### config.mk
export PLATFORM = sky130hd
export DESIGN_NAME = instr_fetch_unit
export DESIGN_NICKNAME = d
export VERILOG_FILES = /design/src/rtl/rv32i_pkg.sv /design/src/rtl/pc_reg.sv /design/src/rtl/instr_fetch_unit.sv
export SDC_FILE = /design/constraint.sdc
export NUM_CORES = 1
export LEC_CHECK = 0
export ABC_CLOCK_PERIOD_IN_PS = 2300
export BUFFER_PORTS_ARGS = -buffer_cell sky130_fd_sc_hd__buf_4
export CAP_MARGIN = 20
export CORE_UTILIZATION = 47
export DETAILED_ROUTE_END_ITERATION = 10
export GPL_TIMING_DRIVEN = 1
export PLACE_DENSITY = 0.76
export RECOVER_POWER = 100
export SYNTH_ARGS = -nofsm -noshare
export SYNTH_HDL_FRONTEND = slang
export SYNTH_SLANG_ARGS = --single-unit
### constraint.sdc
create_clock -name clk -period 2.3 [get_ports clk]
set_clock_uncertainty 0.1 [all_clocks]
set_input_delay 0 -clock clk [delete_from_list [all_inputs] [get_ports clk]]
set_output_delay 0 -clock clk [all_outputs]
set_load 0.01 [all_outputs]
### src/rtl/rv32i_pkg.sv
// Shared RV32I definitions: opcode constants, canonical NOP and fetch-stage state encoding.
package rv32i_pkg;

  localparam logic [6:0] OPC_RTYPE  = 7'b0110011;
  localparam logic [6:0] OPC_ITYPE  = 7'b0010011;
  localparam logic [6:0] OPC_LOAD   = 7'b0000011;
  localparam logic [6:0] OPC_STORE  = 7'b0100011;
  localparam logic [6:0] OPC_BRANCH = 7'b1100011;
  localparam logic [6:0] OPC_LUI    = 7'b0110111;
  localparam logic [6:0] OPC_JAL    = 7'b1101111;

  localparam logic [31:0] RV32I_NOP = 32'h0000_0013;

  typedef enum logic [1:0] {
    IDLE  = 2'd0,
    FETCH = 2'd1,
    VALID = 2'd2,
    DRAIN = 2'd3
  } fetch_state_t;

endpackage

### src/rtl/pc_reg.sv
// Program counter with next-PC select: hold, sequential +4, or word-aligned redirect.
// next_pc is combinational so the fetch FSM can launch a request on the same edge pc updates.
module pc_reg #(
  parameter logic [31:0] RESET_PC = 32'h0000_0000
) (
  input  logic        clk,
  input  logic        rst_n,
  input  logic        redirect_valid,
  input  logic [31:0] redirect_pc,
  input  logic        advance,
  input  logic [31:0] base_pc,
  output logic [31:0] next_pc,
  output logic        misalign_err
);

  logic [31:0] pc;

  // Redirect beats sequential advance; low bits are cleared rather than trapped.
  always_comb begin
    next_pc = pc;
    if (redirect_valid) begin
      next_pc = {redirect_pc[31:2], 2'b00};
    end else if (advance) begin
      next_pc = base_pc + 32'd4;
    end
  end

  always_ff @(posedge clk or negedge rst_n) begin
    if (!rst_n) begin
      pc           <= RESET_PC;
      misalign_err <= 1'b0;
    end else begin
      pc           <= next_pc;
      misalign_err <= redirect_valid && (redirect_pc[1:0] != 2'b00);
    end
  end

endmodule

### src/rtl/instr_fetch_unit.sv
// RV32I fetch stage: one outstanding imem request, 2-cycle best-case issue rate.
// Holds the presented instruction under stall; responses made stale by a redirect are drained and dropped.
module instr_fetch_unit
  import rv32i_pkg::*;
#(
  parameter logic [31:0] RESET_PC = 32'h0000_0000
) (
  input  logic        clk,
  input  logic        rst_n,
  output logic        imem_req,
  output logic [31:0] imem_addr,
  input  logic        imem_ack,
  input  logic [31:0] imem_rdata,
  input  logic        redirect_valid,
  input  logic [31:0] redirect_pc,
  input  logic        stall,
  output logic        inst_valid,
  output logic [31:0] inst,
  output logic [31:0] inst_pc,
  output logic [6:0]  opcode,
  output logic        misalign_err
);

  fetch_state_t state, next_state;
  logic [31:0]  req_addr;
  logic [31:0]  next_pc;
  logic         load_req;
  logic         capture;
  logic         advance;

  pc_reg #(.RESET_PC(RESET_PC)) u_pc_reg (
    .clk            (clk),
    .rst_n          (rst_n),
    .redirect_valid (redirect_valid),
    .redirect_pc    (redirect_pc),
    .advance        (advance),
    .base_pc        (inst_pc),
    .next_pc        (next_pc),
    .misalign_err   (misalign_err)
  );

  always_ff @(posedge clk or negedge rst_n) begin
    if (!rst_n) begin
      state <= IDLE;
    end else begin
      state <= next_state;
    end
  end

  always_comb begin
    next_state = state;
    load_req   = 1'b0;
    capture    = 1'b0;
    advance    = 1'b0;
    case (state)
      IDLE: begin
        next_state = FETCH;
        load_req   = 1'b1;
      end
      FETCH: begin
        if (imem_ack && !redirect_valid) begin
          capture    = 1'b1;
          next_state = VALID;
        end else if (imem_ack) begin
          load_req = 1'b1;
        end else if (redirect_valid) begin
          next_state = DRAIN;
        end
      end
      // The old request must still complete; the target already sits in pc.
      DRAIN: begin
        if (imem_ack) begin
          next_state = FETCH;
          load_req   = 1'b1;
        end
      end
      VALID: begin
        if (redirect_valid) begin
          next_state = FETCH;
          load_req   = 1'b1;
        end else if (!stall) begin
          advance    = 1'b1;
          next_state = FETCH;
          load_req   = 1'b1;
        end
      end
      default: next_state = IDLE;
    endcase
  end

  always_ff @(posedge clk or negedge rst_n) begin
    if (!rst_n) begin
      req_addr <= RESET_PC;
      inst     <= RV32I_NOP;
      inst_pc  <= RESET_PC;
    end else begin
      if (load_req) begin
        req_addr <= next_pc;
      end
      if (capture) begin
        inst    <= imem_rdata;
        inst_pc <= req_addr;
      end
    end
  end

  assign imem_req   = (state == FETCH) || (state == DRAIN);
  assign imem_addr  = req_addr;
  assign inst_valid = (state == VALID);
  assign opcode     = inst[6:0];

endmodule

Yosys cells after proc, flatten, opt, wreduce, memory -nomap -nowiden:

Cells that the tools add are included.

* flip-flop bits (word level): 131
* input bits: 69
* output and inout port bits: 106
* logic and storage cells: 39

* $add $sub $neg: 1
* equality and inequality tests: 7
* multiplexer cells: 18
* reductions and logical operators: 7

Operators with widths (count)
* $mux 32: 2
* $add 32x3->32 const B: 1
* $mux 2: 6
* $ne 3x3->1 const B: 3
* $mux 1: 8
* $pmux 2 s4: 1
* $eq 2x2->1 const B: 2
* $pmux 1 s4: 1
* $reduce_and 4->1: 1
* $eq 2x1->1 const B: 1
* $logic_and 1x1->1: 2
* $logic_not 2->1: 1
* $ne 2x2->1 const B: 1
* $reduce_bool 2->1: 1
* $logic_not 1->1: 1
* $logic_or 1x1->1: 1

Depth between registers and ports, before layout:

Gate-level depths: netlist (run 1).

* depth in word-level cells: 5
* depth in mapped cells: 8
* gate-level depth less buffers: 6

Cells and area by module:

Synthesis (run 1) repeated with hierarchy kept, for this count alone.

* cells, all modules: 433
* area, all modules: 5705.5 um2

Modules (own cells, without submodules)
* instr_fetch_unit: times used 1, cells an instance 224, area each 3766.1 um2, seq. area each 2456.1 um2
* pc_reg: times used 1, cells an instance 209, area each 1939.4 um2, seq. area each 825.8 um2

Least setup slack after synthesis (run 1):

No wires, ideal clock.

* path kind: reg-to-reg
* start point: reg inst_pc[2]
* end point: reg req_addr[20] (netlist: imem_addr[20])
* library setup time: 0.125 ns
* arrival: 2.243 ns
* data required time: 2.075 ns
* slack: -0.167 ns
* stages on the path, launching flop included: 8
* buffers on the path: 1
* clock period less this slack: 2.467 ns
* cell sequence: dfrtp_1 ha_1 nand4_1 or3_1 clkbuf_1 o211a_1 a2111o_1 mux2_2

* word-level cells in the longest chain between the ends: 3

Ends and longest elaborated chain
* start: declaration: line instr_fetch_unit.sv:19 `output logic [31:0] inst_pc,`
* start signal: assignment: line instr_fetch_unit.sv:102 `inst_pc <= req_addr;`
* $add 32x3->32: line pc_reg.sv:24 `next_pc = base_pc + 32'd4;`
* $mux 32: line pc_reg.sv:23 `end else if (advance) begin`
* $mux 32: line pc_reg.sv:21 `if (redirect_valid) begin`
* via next_pc[20]: line instr_fetch_unit.sv:26 `logic [31:0] next_pc;`
* end signal: assignment: line instr_fetch_unit.sv:98 `req_addr <= next_pc;`
* end: declaration: line instr_fetch_unit.sv:25 `logic [31:0] req_addr;`

The timed path passes the listed nets, and every way through them passes these cells.
A chain may end at the register's enable or synchronous reset.

Final worst setup path (run 1):

* start point: reg inst_pc[2]
* end point: reg req_addr[26] (netlist: imem_addr[26])

* word-level cells in the longest chain between the ends: 3

Ends and longest elaborated chain (line)
* $add 32x3->32: pc_reg.sv:24
* $mux 32: pc_reg.sv:23
* $mux 32: pc_reg.sv:21

No other way between the ends.

==> flow_metrics.py, run 1 <==
metrics = {
    "yosys": {
        "synth_cells": 529,
        "yosys_warnings": 0,
        "yosysSeqAreaShare": 0.547,
        "synth_area_leaders": "dfrtp_1, mux2_2, nand2_1",
        "syn_area_um2": 6000,
        "synthDistinctLibCells": 58,
        "ys_seq_elements": 131,
        "synth_area_leader_cell": "dfrtp_1",
        "synth.avg_cell_area_um2": 11.3,
        "synth_top_cell_area_share": 0.534,
        "synth.net_count": 599,
        "synth_edf_count": 0,
        "synthFlopType": "dfrtp_1",
        "async_reset_ff_frac": 1.00,
    },
    "place": {
        "gp_congestion": 0.878,
        "dpl_cell_area_um2": 7700,
        "dp_hpwl_mm": 11.4,
        "dp_cells": 878,
        "portBuffers": 174,
    },
    "drt": {
        "wl_per_cell_um": 18.0,
        "drtAntennaViolNets": 0,
        "post_drt_via_cell_ratio": 5.41,
        "drc_errors": 0,
        "first_pass_iters": 5,
        "finalWirelength_mm": 17.8,
        "drt_iter0_drc": 350,
        "via_count": 5334,
    },
    "setup_path": {
        "cp_num_buf_inv": 0,
        "start_kind": "flip-flop",
        "cp.arrival_ns": 2.48,
        "crit_path_end_kind": "flip-flop",
        "cpLargestDelayFamily": "simple AND/OR/NAND/NOR gates",
        "cpPeakStageDelay_ns": 0.43,
        "crit_chain": "ha_2, nand4_1, or3_4, or4_1, a311o_1, o22ai_1",
        "crit_slowest_cell": "or4_1",
        "cp_max_fo": 6,
        "cp.required_ns": 2.54,
        "crit_type": "reg -> reg",
    },
    "global_routing": {
        "grt_pass1_wl_mm": 28.0,
        "grt_antenna_before_repair": 0,
        "grt_start_max_net_pins": 61,
        "overflow": 0,
        "grt_usage": 0.281,
        "grt_pass1_vias": 5580,
    },
    "die": {
        "die_width_um": 115,
        "rows": 40,
        "boundaryPins": 175,
        "fp.dieH_um": 115,
        "core_um2": 12200,
        "dieArea_um2": 13200,
        "start_util": 0.491,
    },
    "sta": {
        "finalHoldViolations": 0,
        "min_period_ns": 2.24,
        "setup_tns_ns": 0,
        "tightest_slew_ns": 1.56,
        "drv_slew": 60,
        "finalSetupViolCount": 0,
        "finalCritPeriodShare": 0.975,
        "relSlewSlack": -0.0408,
        "fmax_mhz": 446,
    },
    "clocking": {
        "cts_tree": "done",
        "cts_buffer_depth": 2,
        "cts_buffers": 17,
        "htreeDepth": 4,
        "clock_latency_ns": 0.42,
        "cts_sinks": 131,
        "clockRootBuffer": "clkbuf_16",
        "clk_pin_slew_ns": 0.05,
    },
    "cells_and_area": {
        "finalNonFillerCells": 986,
        "n_antenna_cell": 0,
        "design_area_um2": 8730,
        "drive_gt1_frac": 0.313,
        "layout_commonest_cell": "dfrtp_1",
        "utilization": 0.715,
        "nets": 875,
        "syn_to_final_growth_pct": 45.6,
        "mostFrequentLayoutCells": "dfrtp_1, buf_4, clkbuf_1",
    },
    "run_status": {
        "violations": "max-capacitance violations, max-slew violations",
        "outcome": "finished with violations",
    },
    "pwr": {
        "ir_worst_vdd_mv": 0.572,
        "p_leak_nw": 3.75,
        "powerDensity_nw_per_um2": 1030,
    },
    "run": {
        "cap_violations": 1,
    },
    "min_path": {
        "hold_class": "in -> reg",
    },
}
==> path summary, 6_finish.rpt <==
check | start | end | slack (ns) | cells past startpoint
setup / recovery | inst_pc[2]$_DFFE_PN0P_ | imem_addr[26]$_DFFE_PN0P_ | 0.06 | 6
max in group asynchronous | rst_n | imem_addr[2]$_DFFE_PN0P_ | 0.43 | 3
min in group asynchronous | rst_n | inst_pc[31]$_DFFE_PN0P_ | 0.42 | 2
setup reg to reg | inst_pc[2]$_DFFE_PN0P_ | imem_addr[26]$_DFFE_PN0P_ | 0.06 | 6
hold / removal | redirect_pc[1] | u_pc_reg.misalign_err$_DFF_PN0_ | 0.23 | 3
hold reg to reg | inst[31]$_DFFE_PN0P_ | inst[31]$_DFFE_PN0P_ | 0.41 | 1
==> kinds of logic (layout without fill, tap and decap cells) <==
kind of cell	after synthesis	count (layout)	share of synthesized area
DFF	131	131	0.547
muxes	82	82	0.153
AOI/OAI and AO/OA	96	96	0.102
buffers and inverters	47	336	0.0467
xor gates and xnor gates	12	12	0.0175
adders and majority gates	1	1	0.00209
and+or+nand+nor	160	160	0.131
==> per-layer routing <==
metal / part of all wire / global-route usage / up-vias / routed length (µm)
met5: 0 / 0 / - / 0
met4: 0.019 / 0.113 / 0 / 344
met3: 0.080 / 0.0833 / 36 / 1420
met2: 0.49 / 0.472 / 250 / 8630
met1: 0.42 / 0.339 / 2604 / 7370
li1: - / - / 2444 / -
==> power by group <==
group	internal [W]	switching (W)
clock	0.00207	0.000979
sequential	0.00290	0.000506
combinational	0.00122	0.00135
total	0.00618	0.00283
==> stage by stage <==
step | power (W) | setup slack [ns] | hold slack (ns)
2_1_floorplan | 0.00465 | -0.0622 | -0.396
3_3_place_gp | 0.00612 | 0.0830 | -0.0827
3_5_place_dp | 0.00622 | -0.0164 | -0.0753
4_1_cts | 0.00941 | 0.00929 | 0.0478
5_1_grt | 0.00943 | -0.00894 | 0.242
6_report | 0.00902 | 0.0576 | 0.232
==> area by class of cell <==
type                    count  area [µm²]
clock inverters             8         170
fillers                   964        3480
well taps                 168         210
repair buffers            297        2040
flip-flops and latches    131        3290
clock buffers              24         502
multi-input cells         351        2490
inverters                   7        26.3
==> cell usage after synthesis (all sizes together) (2+ instances only) <==
master  number
dfrtp      128
mux2        75
nand2       64
nor2        32
clkbuf      28
a21oi       26
o21ai       24
nand3       14
buf         12
xnor2       11
nor4         9
inv          7
mux2i        7
nor3         6
o22ai        6
o31ai        6
or3          6
or4          6
a31oi        5
and3         4
nand4        4
nor2b        4
nor3b        4
a21boi       3
a21o         3
a311o        3
dfstp        3
o221ai       3
o31a         3
a211oi       2
a311oi       2
and4         2
nand2b       2
o21a         2
==> worst min-delay path, cell delays in order <==
cell and delay, ns:
buf_4 0.08, o21a_1 0.10, dlygate4sd3_1 0.54
==> what timing repair did <==
action / in CTS / in global routing
setup buffers: 2 / 4
pin swaps: 1 / 2
hold buffers: 70 / 0
endpoints found under the setup margin: 5 / 10
cloned: 0 / 0
endpoints found under the hold margin: 227 / 0
gates resized for setup: 0 / 5
Note: power is estimated with default switching activity, not from simulation.
==> inputs of run 2 (changes only) <==
--- a/config.mk
+++ b/config.mk
@@ -8,10 +8,12 @@
 export ABC_CLOCK_PERIOD_IN_PS = 2300
 export BUFFER_PORTS_ARGS = -buffer_cell sky130_fd_sc_hd__buf_4
 export CAP_MARGIN = 20
-export CORE_UTILIZATION = 47
+export CELL_PAD_IN_SITES_DETAIL_PLACEMENT = 0
+export CELL_PAD_IN_SITES_GLOBAL_PLACEMENT = 2
+export CORE_UTILIZATION = 29
 export DETAILED_ROUTE_END_ITERATION = 10
 export GPL_TIMING_DRIVEN = 1
-export PLACE_DENSITY = 0.76
+export PLACE_DENSITY_LB_ADDON = 0.1
 export RECOVER_POWER = 100
 export SYNTH_ARGS = -nofsm -noshare
 export SYNTH_HDL_FRONTEND = slang
==> flow_metrics.py, run 2 (same netlist as run 1, synthesis figures left out) <==
metrics = {
    "sta": {
        "drv_slew": 0,
        "tightest_slew_ns": 1.35,
        "finalSetupViolCount": 0,
        "relSlewSlack": 0.0978,
        "min_period_ns": 2.22,
        "whs_ns": 0.0197,
        "finalCritPeriodShare": 0.963,
        "grt_setup_unrepaired": "yes",
        "finalHoldViolations": 0,
        "fmax_mhz": 451,
        "setup_tns_ns": 0,
    },
    "setup_path": {
        "cp.required_ns": 2.53,
        "r2r_start": "inst_pc[13]$_DFFE_PN0P_",
        "crit_type": "reg -> reg",
        "cp.arrival_ns": 2.44,
        "crit_path_end_kind": "flip-flop",
        "cp_max_fo": 7,
        "start_kind": "flip-flop",
        "crit_path_start": "inst_pc[13]$_DFFE_PN0P_",
    },
    "drt": {
        "finalWirelength_mm": 18.1,
        "via_count": 5107,
        "first_pass_iters": 4,
        "drt_iter0_drc": 219,
        "wl_per_cell_um": 16.6,
        "post_drt_via_cell_ratio": 4.69,
        "drc_errors": 0,
        "drtAntennaViolNets": 0,
    },
    "die": {
        "core_um2": 20200,
        "rows": 52,
        "fp.dieH_um": 146,
        "start_util": 0.296,
        "die_width_um": 146,
        "dieArea_um2": 21300,
        "boundaryPins": 175,
    },
    "global_routing": {
        "grt_antenna_before_repair": 0,
        "grt_usage": 0.179,
        "grt_start_max_net_pins": 79,
        "overflow": 0,
        "grt_pass1_wl_mm": 29.6,
        "grt_pass1_vias": 5356,
    },
    "clocking": {
        "clock_latency_ns": 0.42,
        "clockRootBuffer": "clkbuf_16",
        "htreeDepth": 4,
        "cts_tree": "done",
        "clk_pin_slew_ns": 0.05,
        "cts_buffer_depth": 2,
        "cts_buffers": 17,
        "cts_sinks": 131,
    },
    "place": {
        "dp_hpwl_mm": 12.6,
        "portBuffers": 174,
        "dp_cells": 988,
        "gp_congestion": 0.761,
    },
    "min_path": {
        "hold_class": "in -> reg",
        "min_from": "redirect_valid",
    },
    "cells_and_area": {
        "n_antenna_cell": 0,
        "utilization": 0.433,
        "layout_commonest_cell": "buf_4",
        "nets": 876,
        "mostFrequentLayoutCells": "buf_4, dfrtp_1, clkbuf_1",
        "drive_gt1_frac": 0.322,
        "syn_to_final_growth_pct": 46.1,
        "finalNonFillerCells": 1089,
    },
    "run_status": {
        "outcome": "complete, no violations",
    },
    "pwr": {
        "total_power_w": 0.00857,
        "powerDensity_nw_per_um2": 978,
        "ir_worst_vdd_mv": 0.513,
        "p_leak_nw": 3.72,
    },
    "run": {
        "cap_violations": 0,
    },
}
==> run 2: cell count changes in the layout (fill, tap and decap cells not counted), moves of 2 or more <==
cell           change
clkbuf_8           -2
clkinv_2           +4
clkinvlp_4         +2
clkbuf_1           -2
nor4_1             -2
buf_4              +6
nor4_2             +2
bufinv_16          -4
dlygate4sd3_1      -3
==> run 2: stage by stage <==
step	area (µm²)	setup WS (ns)
final	8760	0.0843
after global routing	8760	-0.0333
after detailed placement	7900	0.0170
after floorplan	6030	-0.0622
after CTS	9150	0.000723
after global placement	7900	0.00667
==> run 2: worst paths after layout <==
path / to / depth (start not counted) / slack [ns]
max in group asynchronous: inst_pc[9]$_DFFE_PN0P_ / 3 / 0.59
hold reg to reg: inst[23]$_DFFE_PN0P_ / 1 / 0.40
min in group asynchronous: u_pc_reg.pc[4]$_DFF_PN0_ / 3 / 0.60
hold / removal: u_pc_reg.pc[11]$_DFF_PN0_ / 3 / 0.02
setup reg to reg: imem_addr[26]$_DFFE_PN0P_ / 5 / 0.08
setup / recovery: imem_addr[26]$_DFFE_PN0P_ / 5 / 0.08
==> run 2: area by class of cell <==
cell class                 count  area (µm²)
clock buffer                  22         474
sequential                   131        3290
fill                        2012       11500
timing repair buffer         298        2050
clock inverter                10        85.1
tap                          270         338
multi-input combinational    351        2500
inverter                       7        26.3
==> run 2: critical path, stage by stage, from the launching register on <==
cell	delay [ns]
dfrtp_1	0.34
and4_1	0.26
nand4_1	0.34
or4_4	0.60
a311o_1	0.30
o22ai_1	0.18
==> run 2: what timing repair did <==
action,CTS,global route
hold buffers,68,0
resized for setup,1,8
endpoints found under the setup margin,1,13
pin swaps,0,2
buffers inserted,0,1
hold endpoints to repair,223,0
==> run 2: report_power, final <==
group	total (W)	leakage (nW)	internal, W	switching [W]
registers	0.00327	1.57	0.00290	0.000373
logic	0.00275	1.88	0.00132	0.00143
clock network	0.00256	0.268	0.00156	0.000996
==> run 2: metal layers <==
metal / vias to the layer above / global-route usage / wire length [µm]
met5: - / 0 / 0
met4: 0 / 0.0637 / 212
met3: 17 / 0.0483 / 956
met2: 161 / 0.299 / 8870
met1: 2484 / 0.223 / 8030
li1: 2445 / - / -
